==> config.mk <==
export PLATFORM = sky130hd
export DESIGN_NAME = mem_arbiter_flat
export DESIGN_NICKNAME = d
export VERILOG_FILES = /design/src/rtl/mem_arbiter_if.sv /design/src/rtl/mem_arbiter.sv /design/src/flat_wrapper.sv
export SDC_FILE = /design/constraint.sdc
export NUM_CORES = 1
export LEC_CHECK = 0
export ABC_AREA = 1
export CAP_MARGIN = 20
export CORE_MARGIN = 4
export CORE_UTILIZATION = 38
export CTS_CLUSTER_DIAMETER = 60
export DETAILED_ROUTE_END_ITERATION = 8
export GPL_TIMING_DRIVEN = 0
export MAX_ROUTING_LAYER = met4
export PLACE_DENSITY = 0.75
export SLEW_MARGIN = 20
export SYNTH_ARGS = -nofsm -noshare
export SYNTH_HDL_FRONTEND = slang
export SYNTH_SLANG_ARGS = --single-unit
export TNS_END_PERCENT = 30
==> constraint.sdc <==
create_clock -name clock -period 10.95 [get_ports clock]
set_input_delay 2.7375 -clock clock [delete_from_list [all_inputs] [get_ports clock]]
set_output_delay 2.7375 -clock clock [all_outputs]
set_load 0.005 [all_outputs]
==> src/rtl/mem_arbiter_if.sv <==
// Bundle of the fetch, load/store and memory-bus signals around mem_arbiter.
// The arbiter uses the master modport; slave is the view of the surrounding datapath and memory.
interface mem_arbiter_if;
  logic        if_req;
  logic [31:0] if_addr;
  logic        if_gnt;
  logic        if_rvalid;
  logic [31:0] if_rdata;
  logic        if_err;

  logic        ls_req;
  logic [31:0] ls_addr;
  logic        ls_we;
  logic [31:0] ls_wdata;
  logic [3:0]  ls_wstrb;
  logic        ls_gnt;
  logic        ls_rvalid;
  logic [31:0] ls_rdata;
  logic        ls_err;

  logic        mem_req;
  logic [31:0] mem_addr;
  logic        mem_we;
  logic [31:0] mem_wdata;
  logic [3:0]  mem_wstrb;
  logic        mem_ack;
  logic [31:0] mem_rdata;

  modport master (
    input  if_req, if_addr,
    output if_gnt, if_rvalid, if_rdata, if_err,
    input  ls_req, ls_addr, ls_we, ls_wdata, ls_wstrb,
    output ls_gnt, ls_rvalid, ls_rdata, ls_err,
    output mem_req, mem_addr, mem_we, mem_wdata, mem_wstrb,
    input  mem_ack, mem_rdata
  );

  modport slave (
    output if_req, if_addr,
    input  if_gnt, if_rvalid, if_rdata, if_err,
    output ls_req, ls_addr, ls_we, ls_wdata, ls_wstrb,
    input  ls_gnt, ls_rvalid, ls_rdata, ls_err,
    input  mem_req, mem_addr, mem_we, mem_wdata, mem_wstrb,
    output mem_ack, mem_rdata
  );
endinterface

==> src/rtl/mem_arbiter.sv <==
// Shares one memory port between fetch and load/store: LS priority with a starvation
// guard for IF, one outstanding transaction, and a per-transaction timeout.
module mem_arbiter #(
  parameter int STARVE_LIMIT = 4,
  parameter int TIMEOUT      = 64
) (
  input logic          clock,
  input logic          reset,
  mem_arbiter_if.master bus
);

  localparam int SW = $clog2(STARVE_LIMIT + 1);
  localparam int TW = (TIMEOUT > 1) ? $clog2(TIMEOUT) : 1;

  typedef enum logic [1:0] {IDLE, REQ, RESP} state_e;

  state_e        state_q, state_d;
  logic          owner_ls_q, owner_ls_d;
  logic [SW-1:0] starve_q, starve_d;
  logic [TW-1:0] tmo_q, tmo_d;
  logic [31:0]   addr_q, addr_d;
  logic          we_q, we_d;
  logic [31:0]   wdata_q, wdata_d;
  logic [3:0]    wstrb_q, wstrb_d;
  logic          if_rvalid_q, if_rvalid_d;
  logic [31:0]   if_rdata_q, if_rdata_d;
  logic          if_err_q, if_err_d;
  logic          ls_rvalid_q, ls_rvalid_d;
  logic [31:0]   ls_rdata_q, ls_rdata_d;
  logic          ls_err_q, ls_err_d;
  logic          if_gnt, ls_gnt, ls_win;
  logic          done;
  logic [31:0]   rsp_data;
  logic          rsp_err;

  always_comb begin
    state_d     = state_q;
    owner_ls_d  = owner_ls_q;
    starve_d    = starve_q;
    tmo_d       = tmo_q;
    addr_d      = addr_q;
    we_d        = we_q;
    wdata_d     = wdata_q;
    wstrb_d     = wstrb_q;
    if_gnt      = 1'b0;
    ls_gnt      = 1'b0;
    ls_win      = 1'b0;
    done        = 1'b0;
    rsp_data    = '0;
    rsp_err     = 1'b0;

    case (state_q)
      IDLE: begin
        if (bus.if_req || bus.ls_req) begin
          ls_win = bus.ls_req && !(bus.if_req && (starve_q == SW'(STARVE_LIMIT)));
          if (ls_win) begin
            ls_gnt     = 1'b1;
            owner_ls_d = 1'b1;
            addr_d     = bus.ls_addr;
            we_d       = bus.ls_we;
            wdata_d    = bus.ls_wdata;
            wstrb_d    = bus.ls_wstrb;
            if (!bus.if_req)
              starve_d = '0;
            else if (starve_q != SW'(STARVE_LIMIT))
              starve_d = starve_q + 1'b1;
          end else begin
            if_gnt     = 1'b1;
            owner_ls_d = 1'b0;
            addr_d     = bus.if_addr;
            we_d       = 1'b0;
            wdata_d    = '0;
            wstrb_d    = '0;
            starve_d   = '0;
          end
          tmo_d   = '0;
          state_d = REQ;
        end
      end
      REQ: begin
        // An ack on the final timeout cycle still completes normally.
        if (bus.mem_ack) begin
          done     = 1'b1;
          rsp_data = we_q ? '0 : bus.mem_rdata;
        end else if ((TIMEOUT != 0) && (tmo_q == TW'(TIMEOUT - 1))) begin
          done    = 1'b1;
          rsp_err = 1'b1;
        end else begin
          tmo_d = tmo_q + 1'b1;
        end
        if (done) state_d = RESP;
      end
      RESP:    state_d = IDLE;
      default: state_d = IDLE;
    endcase

    if_rvalid_d = done && !owner_ls_q;
    if_rdata_d  = (done && !owner_ls_q) ? rsp_data : '0;
    if_err_d    = done && !owner_ls_q && rsp_err;
    ls_rvalid_d = done && owner_ls_q;
    ls_rdata_d  = (done && owner_ls_q) ? rsp_data : '0;
    ls_err_d    = done && owner_ls_q && rsp_err;
  end

  always_ff @(posedge clock or posedge reset) begin
    if (reset) begin
      state_q     <= IDLE;
      owner_ls_q  <= 1'b0;
      starve_q    <= '0;
      tmo_q       <= '0;
      addr_q      <= '0;
      we_q        <= 1'b0;
      wdata_q     <= '0;
      wstrb_q     <= '0;
      if_rvalid_q <= 1'b0;
      if_rdata_q  <= '0;
      if_err_q    <= 1'b0;
      ls_rvalid_q <= 1'b0;
      ls_rdata_q  <= '0;
      ls_err_q    <= 1'b0;
    end else begin
      state_q     <= state_d;
      owner_ls_q  <= owner_ls_d;
      starve_q    <= starve_d;
      tmo_q       <= tmo_d;
      addr_q      <= addr_d;
      we_q        <= we_d;
      wdata_q     <= wdata_d;
      wstrb_q     <= wstrb_d;
      if_rvalid_q <= if_rvalid_d;
      if_rdata_q  <= if_rdata_d;
      if_err_q    <= if_err_d;
      ls_rvalid_q <= ls_rvalid_d;
      ls_rdata_q  <= ls_rdata_d;
      ls_err_q    <= ls_err_d;
    end
  end

  assign bus.if_gnt    = if_gnt;
  assign bus.ls_gnt    = ls_gnt;
  assign bus.if_rvalid = if_rvalid_q;
  assign bus.if_rdata  = if_rdata_q;
  assign bus.if_err    = if_err_q;
  assign bus.ls_rvalid = ls_rvalid_q;
  assign bus.ls_rdata  = ls_rdata_q;
  assign bus.ls_err    = ls_err_q;
  assign bus.mem_req   = (state_q == REQ);
  assign bus.mem_addr  = addr_q;
  assign bus.mem_we    = we_q;
  assign bus.mem_wdata = wdata_q;
  assign bus.mem_wstrb = wstrb_q;

endmodule

==> src/flat_wrapper.sv <==
// flat-port wrapper written by rule: the top's interface ports become plain ports
module mem_arbiter_flat 
#(
  parameter int STARVE_LIMIT = 4,
  parameter int TIMEOUT      = 64
)
  (clock, reset, bus_if_req, bus_if_addr, bus_if_gnt, bus_if_rvalid, bus_if_rdata, bus_if_err, bus_ls_req, bus_ls_addr, bus_ls_we, bus_ls_wdata, bus_ls_wstrb, bus_ls_gnt, bus_ls_rvalid, bus_ls_rdata, bus_ls_err, bus_mem_req, bus_mem_addr, bus_mem_we, bus_mem_wdata, bus_mem_wstrb, bus_mem_ack, bus_mem_rdata);
  mem_arbiter_if bus_i ();
  input logic clock;
  input logic reset;
  input wire logic [$bits(bus_i.if_req)-1:0] bus_if_req;
  input wire logic [$bits(bus_i.if_addr)-1:0] bus_if_addr;
  output wire logic [$bits(bus_i.if_gnt)-1:0] bus_if_gnt;
  output wire logic [$bits(bus_i.if_rvalid)-1:0] bus_if_rvalid;
  output wire logic [$bits(bus_i.if_rdata)-1:0] bus_if_rdata;
  output wire logic [$bits(bus_i.if_err)-1:0] bus_if_err;
  input wire logic [$bits(bus_i.ls_req)-1:0] bus_ls_req;
  input wire logic [$bits(bus_i.ls_addr)-1:0] bus_ls_addr;
  input wire logic [$bits(bus_i.ls_we)-1:0] bus_ls_we;
  input wire logic [$bits(bus_i.ls_wdata)-1:0] bus_ls_wdata;
  input wire logic [$bits(bus_i.ls_wstrb)-1:0] bus_ls_wstrb;
  output wire logic [$bits(bus_i.ls_gnt)-1:0] bus_ls_gnt;
  output wire logic [$bits(bus_i.ls_rvalid)-1:0] bus_ls_rvalid;
  output wire logic [$bits(bus_i.ls_rdata)-1:0] bus_ls_rdata;
  output wire logic [$bits(bus_i.ls_err)-1:0] bus_ls_err;
  output wire logic [$bits(bus_i.mem_req)-1:0] bus_mem_req;
  output wire logic [$bits(bus_i.mem_addr)-1:0] bus_mem_addr;
  output wire logic [$bits(bus_i.mem_we)-1:0] bus_mem_we;
  output wire logic [$bits(bus_i.mem_wdata)-1:0] bus_mem_wdata;
  output wire logic [$bits(bus_i.mem_wstrb)-1:0] bus_mem_wstrb;
  input wire logic [$bits(bus_i.mem_ack)-1:0] bus_mem_ack;
  input wire logic [$bits(bus_i.mem_rdata)-1:0] bus_mem_rdata;
  assign bus_i.if_req = bus_if_req;
  assign bus_i.if_addr = bus_if_addr;
  assign bus_if_gnt = bus_i.if_gnt;
  assign bus_if_rvalid = bus_i.if_rvalid;
  assign bus_if_rdata = bus_i.if_rdata;
  assign bus_if_err = bus_i.if_err;
  assign bus_i.ls_req = bus_ls_req;
  assign bus_i.ls_addr = bus_ls_addr;
  assign bus_i.ls_we = bus_ls_we;
  assign bus_i.ls_wdata = bus_ls_wdata;
  assign bus_i.ls_wstrb = bus_ls_wstrb;
  assign bus_ls_gnt = bus_i.ls_gnt;
  assign bus_ls_rvalid = bus_i.ls_rvalid;
  assign bus_ls_rdata = bus_i.ls_rdata;
  assign bus_ls_err = bus_i.ls_err;
  assign bus_mem_req = bus_i.mem_req;
  assign bus_mem_addr = bus_i.mem_addr;
  assign bus_mem_we = bus_i.mem_we;
  assign bus_mem_wdata = bus_i.mem_wdata;
  assign bus_mem_wstrb = bus_i.mem_wstrb;
  assign bus_i.mem_ack = bus_mem_ack;
  assign bus_i.mem_rdata = bus_mem_rdata;
  mem_arbiter #(.STARVE_LIMIT(STARVE_LIMIT), .TIMEOUT(TIMEOUT)) u_core (.clock(clock), .reset(reset), .bus(bus_i));
endmodule
==> parameters.txt <==
Parameter                              Value

Setup path
  Cell at the slowest stage of the critical path    sky130_fd_sc_hd__o21ai_2
  Delay-heaviest family, CP    buffers and inverters
  WP buf/inv    3
  Startpoint types    input port
  Arrival time worst endpoint    4.61 ns
  Required arrival time at the worst endpoint    8.21 ns
  CP cell instances    clkdlybuf4s50_1 > o21ai_2 > nor2_2 > buf_2 > clkdlybuf4s50_1
  CP Max Fanout    10
  Most used cell along the critical path    sky130_fd_sc_hd__clkdlybuf4s50_1
  Worst path max stage delay    0.53 ns
  Endpoint class of the critical path    output pin
  Start-to-end type of the worst setup path    input port to output pin
  Total number of cells along the worst setup path    5
  Number of cells on the worst reg-to-reg path    5

Global route
  Gr usage total    a little under a quarter
  Number of antenna violations at the first check in global routing    0
  Global-route wire length before repair    30400 um
  Remaining global-route overflow    0
  Number of global-route vias before repair    5479
  Largest net degree at the start of global routing    79

Status
  Run status    complete, no violations

Clock network
  Clk Latency, worst-skew pair    approximately 0.42 ns
  Total CTS buffers    17
  Clock net sink count    149
  Clock Path Buffers    2
  Quantity of hold-fixing buffers added after cts    0
  Setup bufs post-CTS    0
  Clk slew on worst S/H paths    0.06 ns
  CTS tree    done
  H-Tree Depth    4
  CTS root buf    sky130_fd_sc_hd__clkbuf_16
  Quantity of gates resized following cts    0

Floorplanning
  Width of the die    133 um
  Number of I/O pins    278
  Initial core utilization    38.9%
  Core box area    15200 um^2
  Die area    17600 um^2
  Height of the die    133 um
  Std-Cell Rows    45

Power
  Sequential fraction of design power    around 36%
  PwrDens    237 nW/um^2
  Fraction of power consumed by combinational cells    between 30% and 40%
  Switch share    between 30% and 40%
  Cell internal pwr    1510 uW
  IR drop worst, VDD    0.148 mV
  Clock group share of total power    25.5%
  Leakage power    between 0.004 and 0.005 uW
  Switch Pwr    752 uW

STA
  Minimum period implied by the final worst setup slack    7.35 ns
  Setup Total Neg Slack    0 ns
  Worst rel slew slack    61.1%
  Worst-margin pin slew    just under 0.6 ns
  Final setup fails    0
  Minimum hold slack    0.476 ns
  Min setup slack post-route    3.60 ns
  Number of hold violations in the final report    0
  Setup repair after global routing missed its margin    no
  Maximum achievable frequency    136 MHz
  Final clock skew    around 0.010 ns
  Max-slew violation count    0
  Share of the clock period used by the worst path after layout    67.1%

Placed design
  Worst-case setup slack after placement    3.58 ns
  Port Buffers    277
  DP HPWL    14400 um
  Routability cong.    between 0.8 and 0.9

Synthesis
  Syn. warnings    0
  Sequential cell area fraction in the yosys report    63.1%
  FF+latch count, synth    149
  Mapped Cells    ~640
  Average size of a mapped cell    9.29 um^2
  Net count after synthesis    between 700 and 800
  Count of distinct cell types in the synthesized netlist    21
  Post-synthesis cell area    5910 um^2

Drt
  Per-cell routed wire length    ~17 um
  Number of vias per cell    4.84
  1st-iter DRT viols    490
  Final WL    roughly 19000 um
  DRC viols    0
  Final ANT Viol Nets    0
  First-pass DRT Iterations    4
  Vias post-DR    roughly 5500

Layout
  Sequential standard cell area    3730 um^2
  Number of filler cells placed in the layout    1246
  Layout overhead on the synthesized area    61.4%
  Multi-input logic area    1680 um^2
  Util after Layout    between 60 and 70%
  Nets    approximately 1100
  Share of cells above drive strength 1    approximately 6.4%
  Most frequent cells in the layout    sky130_fd_sc_hd__clkdlybuf4s50_1, sky130_fd_sc_hd__nand2_1, sky130_fd_sc_hd__dfrtp_1
  Most common library cell in the layout ignoring fill and taps    sky130_fd_sc_hd__clkdlybuf4s50_1
  Diode count    0

Job
  Reported max-cap violation count    0

Worst hold path
  Type of the most critical hold path    flip-flop to flip-flop
  Worst Hold Depth    2
## worst paths after layout
kind / slack (ns) / to / startpoint
worst max-delay path: 3.60 / bus_ls_gnt / bus_if_req
worst min-delay path: 0.48 / u_core.bus.mem_wstrb[2] / u_core.bus.mem_wstrb[2]
worst max register to register: 9.31 / u_core.bus.if_rdata[21] / u_core.bus.mem_we
worst min register to register: 0.48 / u_core.bus.mem_wstrb[2] / u_core.bus.mem_wstrb[2]
max in group asynchronous: 7.40 / u_core.bus.ls_rdata[30] / reset
min in group asynchronous: 2.78 / u_core.bus.mem_wdata[16] / reset
## power by group through the flow
stage	Sequential (uW)	Combinational, uW	Clock [uW]
after floorplan	824	337	0
after global placement	809	865	0
after detailed placement	814	879	0
after CTS	806	883	589
after global routing	828	960	613
final	807	876	576
## synthesized netlist by cell type
library cell,instances,area (um^2)
sky130_fd_sc_hd__nand2_1,164,616
sky130_fd_sc_hd__dfrtp_1,149,3730
sky130_fd_sc_hd__inv_1,81,304
sky130_fd_sc_hd__nand4_1,64,400
sky130_fd_sc_hd__a21oi_1,62,310
sky130_fd_sc_hd__nor2_1,40,150
sky130_fd_sc_hd__buf_2,25,125
sky130_fd_sc_hd__clkbuf_1,15,56.3
sky130_fd_sc_hd__nand3_1,10,50.1
sky130_fd_sc_hd__o21ai_0,8,40.0
sky130_fd_sc_hd__ha_1,3,37.5
sky130_fd_sc_hd__o21ai_1,3,15.0
sky130_fd_sc_hd__o21bai_1,3,22.5
sky130_fd_sc_hd__buf_1,2,7.51
sky130_fd_sc_hd__clkinv_1,1,3.75
sky130_fd_sc_hd__inv_2,1,3.75
sky130_fd_sc_hd__nor2_2,1,6.26
sky130_fd_sc_hd__o211ai_1,1,7.51
sky130_fd_sc_hd__o21ai_2,1,8.76
sky130_fd_sc_hd__or2_2,1,6.26
sky130_fd_sc_hd__xnor2_1,1,8.76
## sequential cells by signal (all words and copies together), names as in the netlist
signal / cells
u_core.bus.if_err: 1
u_core.bus.if_rdata: 32
u_core.bus.if_rvalid: 1
u_core.bus.ls_err: 1
u_core.bus.ls_rdata: 32
u_core.bus.ls_rvalid: 1
u_core.bus.mem_addr: 32
u_core.bus.mem_wdata: 32
u_core.bus.mem_we: 1
u_core.bus.mem_wstrb: 4
u_core.owner_ls_q: 1
u_core.starve_q: 3
u_core.state_q: 2
u_core.tmo_q: 6
## cell families after synthesis
kind of cell / after synthesis / synth area share, %
AND/OR/NAND/NOR: 280 / 20.8
buffers and inverters: 125 / 8.47
AO/OA/AOI/OAI: 78 / 6.84
XOR/XNOR: 1 / 0.148
adder cells (fa/ha/maj): 3 / 0.635
flip-flops: 149 / 63.1
## worst register-to-register path, delay by kind of cell, from the launching register on
family | cells | cell delay, ns
buffers and inverters | 4 | 1.00
flip-flops | 1 | 0.37
AND/OR/NAND/NOR | 1 | 0.22
## cell type report
| cell class | instances | area share [%] |
|---|---|---|
| tap | 188 | 2.47 |
| multi-input combinational | 362 | 17.6 |
| clock inverter | 11 | 1.32 |
| clock buffer | 21 | 4.83 |
| buffer | 42 | 1.98 |
| inverter | 83 | 3.35 |
| sequential | 149 | 39.1 |
| timing repair buffer | 278 | 29.4 |
## metal layers
metal	global-route usage (%)	share of wire [%]	up-vias
li1	-	-	2631
met1	29.3	43	2636
met2	35.1	49	184
met3	5.02	4.7	40
met4	9.06	3.2	0
met5	-	0	-
## stage by stage
stage | cell area [um^2] | power (uW) | instances
2_1_floorplan | 5910 | 1160 | 636
4_1_cts | 9540 | 2280 | 1134
3_3_place_gp | 8920 | 1670 | 1101
5_1_grt | 9540 | 2400 | 1134
6_report | 9540 | 2260 | 1134
3_5_place_dp | 8950 | 1690 | 1102
Power figures use the tool's default switching activity.
